### src/rtl/l2_serdes.sv
// l2_serdes: converts one 256-bit L2 line request into a single AXI4
// transaction on the 64-bit system bus and returns a 256-bit response.
// One transaction outstanding; AW and W are issued sequentially.
// Optional feature macro: L2_SERDES_BURST_CHECK_EN (R-channel burst length check).
module l2_serdes #(
  parameter int abits = 48
) (
  input  logic             i_clk,
  input  logic             i_rst,
  input  logic             i_req_valid,
  output logic             o_req_ready,
  input  logic             i_req_write,
  input  logic             i_req_cached,
  input  logic [abits-1:0] i_req_addr,
  input  logic [2:0]       i_req_size,
  input  logic [255:0]     i_req_wdata,
  input  logic [31:0]      i_req_wstrb,
  output logic             o_resp_valid,
  output logic [255:0]     o_resp_rdata,
  output logic             o_resp_err,
  output logic             o_ar_valid,
  input  logic             i_ar_ready,
  output logic [abits-1:0] o_ar_addr,
  output logic [7:0]       o_ar_len,
  output logic [2:0]       o_ar_size,
  output logic [1:0]       o_ar_burst,
  input  logic             i_r_valid,
  output logic             o_r_ready,
  input  logic [63:0]      i_r_data,
  input  logic [1:0]       i_r_resp,
  input  logic             i_r_last,
  output logic             o_aw_valid,
  input  logic             i_aw_ready,
  output logic [abits-1:0] o_aw_addr,
  output logic [7:0]       o_aw_len,
  output logic [2:0]       o_aw_size,
  output logic [1:0]       o_aw_burst,
  output logic             o_w_valid,
  input  logic             i_w_ready,
  output logic [63:0]      o_w_data,
  output logic [7:0]       o_w_strb,
  output logic             o_w_last,
  input  logic             i_b_valid,
  output logic             o_b_ready,
  input  logic [1:0]       i_b_resp
);

  typedef enum logic [2:0] {
    ST_IDLE = 3'd0,
    ST_AR   = 3'd1,
    ST_R    = 3'd2,
    ST_AW   = 3'd3,
    ST_W    = 3'd4,
    ST_B    = 3'd5,
    ST_RESP = 3'd6
  } state_t;

  localparam logic [1:0] BURST_INCR = 2'b01;

  state_t             state_q, state_d;
  logic [abits-1:0]   addr_q, addr_d;
  logic [2:0]         size_q, size_d;
  logic               cached_q, cached_d;
  logic [255:0]       wdata_q, wdata_d;
  logic [31:0]        wstrb_q, wstrb_d;
  logic [255:0]       rdata_q, rdata_d;
  logic [1:0]         cnt_q, cnt_d;
  logic               err_q, err_d;

  logic [abits-1:0]   bus_addr;
  logic [7:0]         bus_len;
  logic [2:0]         bus_size;
  logic [1:0]         w_lane;
  logic               w_last;
`ifdef L2_SERDES_BURST_CHECK_EN
  logic               r_last_exp;
`endif

  // Address-phase attributes and current write lane derived from the latched request
  always_comb begin
    bus_addr = cached_q ? {addr_q[abits-1:5], 5'b0} : addr_q;
    bus_len  = cached_q ? 8'd3 : 8'd0;
    bus_size = cached_q ? 3'd3 : size_q;
    w_lane   = cached_q ? cnt_q : addr_q[4:3];
    w_last   = cached_q ? (cnt_q == 2'd3) : 1'b1;
`ifdef L2_SERDES_BURST_CHECK_EN
    r_last_exp = cached_q ? (cnt_q == 2'd3) : (cnt_q == 2'd0);
`endif
  end

  // State and datapath registers; reset abandons any transaction in flight
  always_ff @(posedge i_clk or posedge i_rst) begin
    if (i_rst) begin
      state_q  <= ST_IDLE;
      addr_q   <= '0;
      size_q   <= '0;
      cached_q <= 1'b0;
      wdata_q  <= '0;
      wstrb_q  <= '0;
      rdata_q  <= '0;
      cnt_q    <= '0;
      err_q    <= 1'b0;
    end else begin
      state_q  <= state_d;
      addr_q   <= addr_d;
      size_q   <= size_d;
      cached_q <= cached_d;
      wdata_q  <= wdata_d;
      wstrb_q  <= wstrb_d;
      rdata_q  <= rdata_d;
      cnt_q    <= cnt_d;
      err_q    <= err_d;
    end
  end

  // Next-state selection: one pass through address, data, (B), then a response cycle
  always_comb begin
    state_d = state_q;
    case (state_q)
      ST_IDLE: if (i_req_valid) state_d = i_req_write ? ST_AW : ST_AR;
      ST_AR:   if (i_ar_ready) state_d = ST_R;
      // r_last always closes the read; a missing last only flags an error
      ST_R:    if (i_r_valid && i_r_last) state_d = ST_RESP;
      ST_AW:   if (i_aw_ready) state_d = ST_W;
      ST_W:    if (i_w_ready && w_last) state_d = ST_B;
      ST_B:    if (i_b_valid) state_d = ST_RESP;
      ST_RESP: state_d = ST_IDLE;
      default: state_d = ST_IDLE;
    endcase
  end

  // Request latch, read line assembly, beat counting and error accumulation
  always_comb begin
    addr_d   = addr_q;
    size_d   = size_q;
    cached_d = cached_q;
    wdata_d  = wdata_q;
    wstrb_d  = wstrb_q;
    rdata_d  = rdata_q;
    cnt_d    = cnt_q;
    err_d    = err_q;
    case (state_q)
      ST_IDLE: begin
        if (i_req_valid) begin
          addr_d   = i_req_addr;
          size_d   = i_req_size;
          cached_d = i_req_cached;
          wdata_d  = i_req_wdata;
          wstrb_d  = i_req_wstrb;
          cnt_d    = 2'd0;
          err_d    = 1'b0;
        end
      end
      ST_R: begin
        if (i_r_valid) begin
          if (cached_q) rdata_d[{cnt_q, 6'd0} +: 64] = i_r_data;
          else          rdata_d = {4{i_r_data}};
          cnt_d = cnt_q + 2'd1;
          err_d = err_q | (i_r_resp != 2'b00);
`ifdef L2_SERDES_BURST_CHECK_EN
          // early last or missing last both mark the transfer as bad
          if (i_r_last != r_last_exp) err_d = 1'b1;
`endif
        end
      end
      ST_W: begin
        if (i_w_ready) cnt_d = cnt_q + 2'd1;
      end
      ST_B: begin
        if (i_b_valid) err_d = err_q | (i_b_resp != 2'b00);
      end
      default: ;
    endcase
  end

  // Bus and response outputs decoded from the current state; idle channels drive zero
  always_comb begin
    o_req_ready  = 1'b0;
    o_resp_valid = 1'b0;
    o_resp_rdata = '0;
    o_resp_err   = 1'b0;
    o_ar_valid   = 1'b0;
    o_ar_addr    = '0;
    o_ar_len     = '0;
    o_ar_size    = '0;
    o_ar_burst   = '0;
    o_r_ready    = 1'b0;
    o_aw_valid   = 1'b0;
    o_aw_addr    = '0;
    o_aw_len     = '0;
    o_aw_size    = '0;
    o_aw_burst   = '0;
    o_w_valid    = 1'b0;
    o_w_data     = '0;
    o_w_strb     = '0;
    o_w_last     = 1'b0;
    o_b_ready    = 1'b0;
    case (state_q)
      ST_IDLE: o_req_ready = 1'b1;
      ST_AR: begin
        o_ar_valid = 1'b1;
        o_ar_addr  = bus_addr;
        o_ar_len   = bus_len;
        o_ar_size  = bus_size;
        o_ar_burst = BURST_INCR;
      end
      ST_R: o_r_ready = 1'b1;
      ST_AW: begin
        o_aw_valid = 1'b1;
        o_aw_addr  = bus_addr;
        o_aw_len   = bus_len;
        o_aw_size  = bus_size;
        o_aw_burst = BURST_INCR;
      end
      ST_W: begin
        o_w_valid = 1'b1;
        o_w_data  = wdata_q[{w_lane, 6'd0} +: 64];
        o_w_strb  = wstrb_q[{w_lane, 3'd0} +: 8];
        o_w_last  = w_last;
      end
      ST_B: o_b_ready = 1'b1;
      ST_RESP: begin
        o_resp_valid = 1'b1;
        o_resp_rdata = rdata_q;
        o_resp_err   = err_q;
      end
      default: ;
    endcase
  end

endmodule

### config.mk
export PLATFORM = sky130hd
export DESIGN_NAME = l2_serdes
export DESIGN_NICKNAME = d
export VERILOG_FILES = /design/src/rtl/l2_serdes.sv
export SDC_FILE = /design/constraint.sdc
export NUM_CORES = 1
export LEC_CHECK = 0
export ABC_CLOCK_PERIOD_IN_PS = 23300
export CAP_MARGIN = 5
export CORE_AREA = 4 4 340 342
export DETAILED_ROUTE_END_ITERATION = 12
export DIE_AREA = 0 0 344 346
export MAX_ROUTING_LAYER = met4
export PLACE_DENSITY = 0.56
export SLEW_MARGIN = 40
export SYNTH_ARGS = -nofsm -noshare
export SYNTH_HDL_FRONTEND = slang
export SYNTH_SLANG_ARGS = --single-unit
### constraint.sdc
create_clock -name i_clk -period 23.3 [get_ports i_clk]
set_input_delay 3.495 -clock i_clk [delete_from_list [all_inputs] [get_ports i_clk]]
set_output_delay 3.495 -clock i_clk [all_outputs]
set_load 0.05 [all_outputs]
==> flow_metrics.py <==
metrics = {
    "outcome": {
        "status": "completed",
    },
    "clock_network": {
        "root_buffer": "clkbuf_16",
        "cts.path.max_buffers": 3,
        "cts_made_buffers": 74,
        "worst_skew_pair.late_latency_ns": 0.64,
        "cts_resized": 0,
        "cts_num_sinks": 602,
        "cts_hold_buffers": 0,
        "cts.htree.levels": 3,
        "cts_tree": "done",
        "post-cts-setup-buffer-count": 0,
        "clk_pin_slew_worst_paths_ns": 0.06,
    },
    "layout": {
        "syn2layout_area_growth_pct": 45.8,
        "n_fill_cell": 11219,
        "mostFrequentLayoutCells": "clkdlybuf4s50_1 (862), dfrtp_1 (601), mux2_1 (280)",
        "drive_above_1_share": 0.0784,
        "final_common_cell": "clkdlybuf4s50_1",
        "final_nets": 3528,
    },
    "floorplan": {
        "core_area_um2": 112000,
        "placementRows": 123,
        "start_util": 0.244,
        "die_width_um": 344,
        "dieArea_um2": 119000,
        "top_level_ports": 877,
        "die_h_um": 346,
    },
    "yosys": {
        "syn_area_per_cell_um2": 11.8,
        "ys_ff_latch": 602,
        "seq_area_frac_synth": 0.549,
        "yosysWarnings": 0,
        "synthFlopType": "dfrtp_1",
        "synth_cells": 2320,
        "netlist_area_um2": 27500,
        "synth_edf_count": 0,
        "synth-async-reset-ratio": 1.00,
        "ys_types": 45,
    },
    "setup_path": {
        "endpoint_kind": "output port",
        "worstPathArrival_ns": 4.64,
        "required_ns": 19.81,
        "critPathMaxFanout": 55,
        "start_kind": "flip-flop",
        "r2r_cells": 9,
        "worstSetupPathType": "flip-flop to output port",
    },
    "sta": {
        "tns_ns": 0,
        "min_period_ns": 8.14,
        "finalSetupViolations": 0,
        "fmax_mhz": 123,
        "rsz0062_at_grt": "false",
        "worst_pin_slew_ns": 0.846,
        "worst_hold_slack_ns": 0.474,
        "finalCritPeriodShare": 0.349,
        "maxSlewHeadroom": 0.436,
        "fin_skew_ns": 0.0393,
        "finalHoldViolCount": 0,
        "finalMaxSlewViolations": 0,
    },
    "route": {
        "wl_um": 105000,
        "drcViolationCount": 0,
        "firstDrtPassIters": 5,
        "drt_iter0_markers": 1101,
        "ant_nets": 0,
        "wl_per_cell_um": 22.4,
        "vias": 20922,
        "vias_per_cell": 4.45,
    },
    "global_route": {
        "grt_pass1_vias": 21385,
        "grt_busiest_layer": "met2",
        "antenna_found_initial": 43,
        "grt-ovfl-total": 0,
        "track_usage": 0.176,
        "grt_max_degree": 144,
        "grt_pass1_wl_um": 152000,
        "grtUsageMet1": 0.216,
        "grt_use_met2": 0.273,
        "use_met3": 0.0565,
    },
    "placed_design": {
        "portBuffers": 862,
        "gp_congestion": 0.829,
        "dp_hpwl_um": 76500,
    },
    "power_and_ir_drop": {
        "power.leakage_nw": 17.5,
        "p_per_area_nw_per_um2": 133,
        "ir_drop_v": 0.0000672,
    },
    "worst_hold_path": {
        "holdPathStages": 2,
        "holdCritPathClass": "flip-flop to flip-flop",
    },
    "run": {
        "maxCapViolations": 0,
    },
}
==> where the power goes <==
group,internal (mW),switching (mW),leakage [nW]
registers,1.56,0.313,7.37
clock network,0.703,0.482,1.22
logic,0.925,1.36,8.89
==> per-stage QoR <==
stage	setup slack, ns	area [um^2]	total power [mW]	utilization	std cells
floorplan	2.95	27500	3.43	-	2333
global placement	14.98	37200	4.15	0.331	4522
detailed placement	15.20	37300	4.20	0.332	4524
CTS	14.49	39800	5.41	0.355	4659
global route	14.80	40000	5.66	0.356	4700
finish	15.16	40000	5.35	0.356	4700
==> cells by family (layout without fill, tap and decap cells) <==
kind of cell / after synthesis / count (layout) / synth area share
multiplexers: 486 / 486 / 0.193
AND/OR/NAND/NOR: 659 / 659 / 0.124
flip-flops: 602 / 602 / 0.549
AO/OA/AOI/OAI: 351 / 351 / 0.0886
buffers and inverters: 216 / 1047 / 0.0438
other: 1 / 50 / 0.000137
adder cells (fa/ha/maj): 5 / 5 / 0.00228
==> routing by layer <==
layer	part of all wire	vias up
met5	0	-
met4	0.032	0
met3	0.086	132
met2	0.47	709
met1	0.41	10383
li1	-	9698
==> worst max-delay path: stages (launching register included) <==
cell             delay (ns)
dfrtp_1                0.87
nand2b_1               0.25
a21boi_4               0.18
buf_4                  0.33
buf_6                  0.64
mux2i_1                0.36
o22ai_1                0.46
clkdlybuf4s50_1        0.89
==> final timing paths <==
check                             startpoint            to  slack (ns)
worst max-delay path                cached_q  o_w_data[49]       15.16
worst min-delay path            rdata_q[206]  rdata_q[206]        0.47
worst max register to register    state_q[0]  wdata_q[110]       18.61
worst min register to register  rdata_q[206]  rdata_q[206]        0.47
max in group asynchronous              i_rst     addr_q[3]       17.92
min in group asynchronous              i_rst  rdata_q[156]        3.34
==> sequential cells by signal, indices dropped and copies added, names as in the netlist <==
| register | flops |
|---|---|
| wdata_q | 256 |
| cnt_q | 2 |
| err_q | 1 |
| rdata_q | 256 |
| wstrb_q | 32 |
| state_q | 3 |
| cached_q | 1 |
| addr_q | 48 |
| size_q | 3 |
==> synthesized netlist by cell type, types with 2 or more instances <==
| library cell | count | share of area |
|---|---|---|
| a21oi_1 | 4 | 0.00073 |
| a21oi_2 | 2 | 0.00064 |
| a22o_1 | 128 | 0.041 |
| and2_1 | 259 | 0.059 |
| and3_1 | 94 | 0.021 |
| buf_1 | 5 | 0.00068 |
| buf_2 | 46 | 0.0084 |
| buf_4 | 56 | 0.015 |
| buf_6 | 7 | 0.0029 |
| buf_8 | 6 | 0.0033 |
| clkbuf_1 | 83 | 0.011 |
| dfrtp_1 | 602 | 0.55 |
| ha_1 | 5 | 0.0023 |
| inv_1 | 10 | 0.0014 |
| inv_2 | 2 | 0.00027 |
| mux2_1 | 280 | 0.11 |
| mux2_2 | 60 | 0.025 |
| mux2i_1 | 146 | 0.053 |
| nand2_1 | 273 | 0.037 |
| nand2b_1 | 4 | 0.00091 |
| nand3_1 | 3 | 0.00055 |
| nor2_1 | 18 | 0.0025 |
| nor2b_1 | 2 | 0.00046 |
| o21ai_0 | 2 | 0.00036 |
| o21ai_1 | 122 | 0.022 |
| o21ai_2 | 11 | 0.0035 |
| o22ai_1 | 72 | 0.016 |
==> layout make-up <==
cell class | count | area, um^2 | area share
clock inverter | 23 | 318 | 0.00794
multi-input combinational | 1515 | 11300 | 0.283
inverter | 12 | 57.6 | 0.00144
timing repair buffer | 900 | 9100 | 0.227
tap | 1500 | 1880 | 0.0469
clock buffer | 112 | 2200 | 0.0548
antenna | 36 | 90.1 | 0.00225
sequential | 602 | 15100 | 0.376
Power figures use the tool's default switching activity.
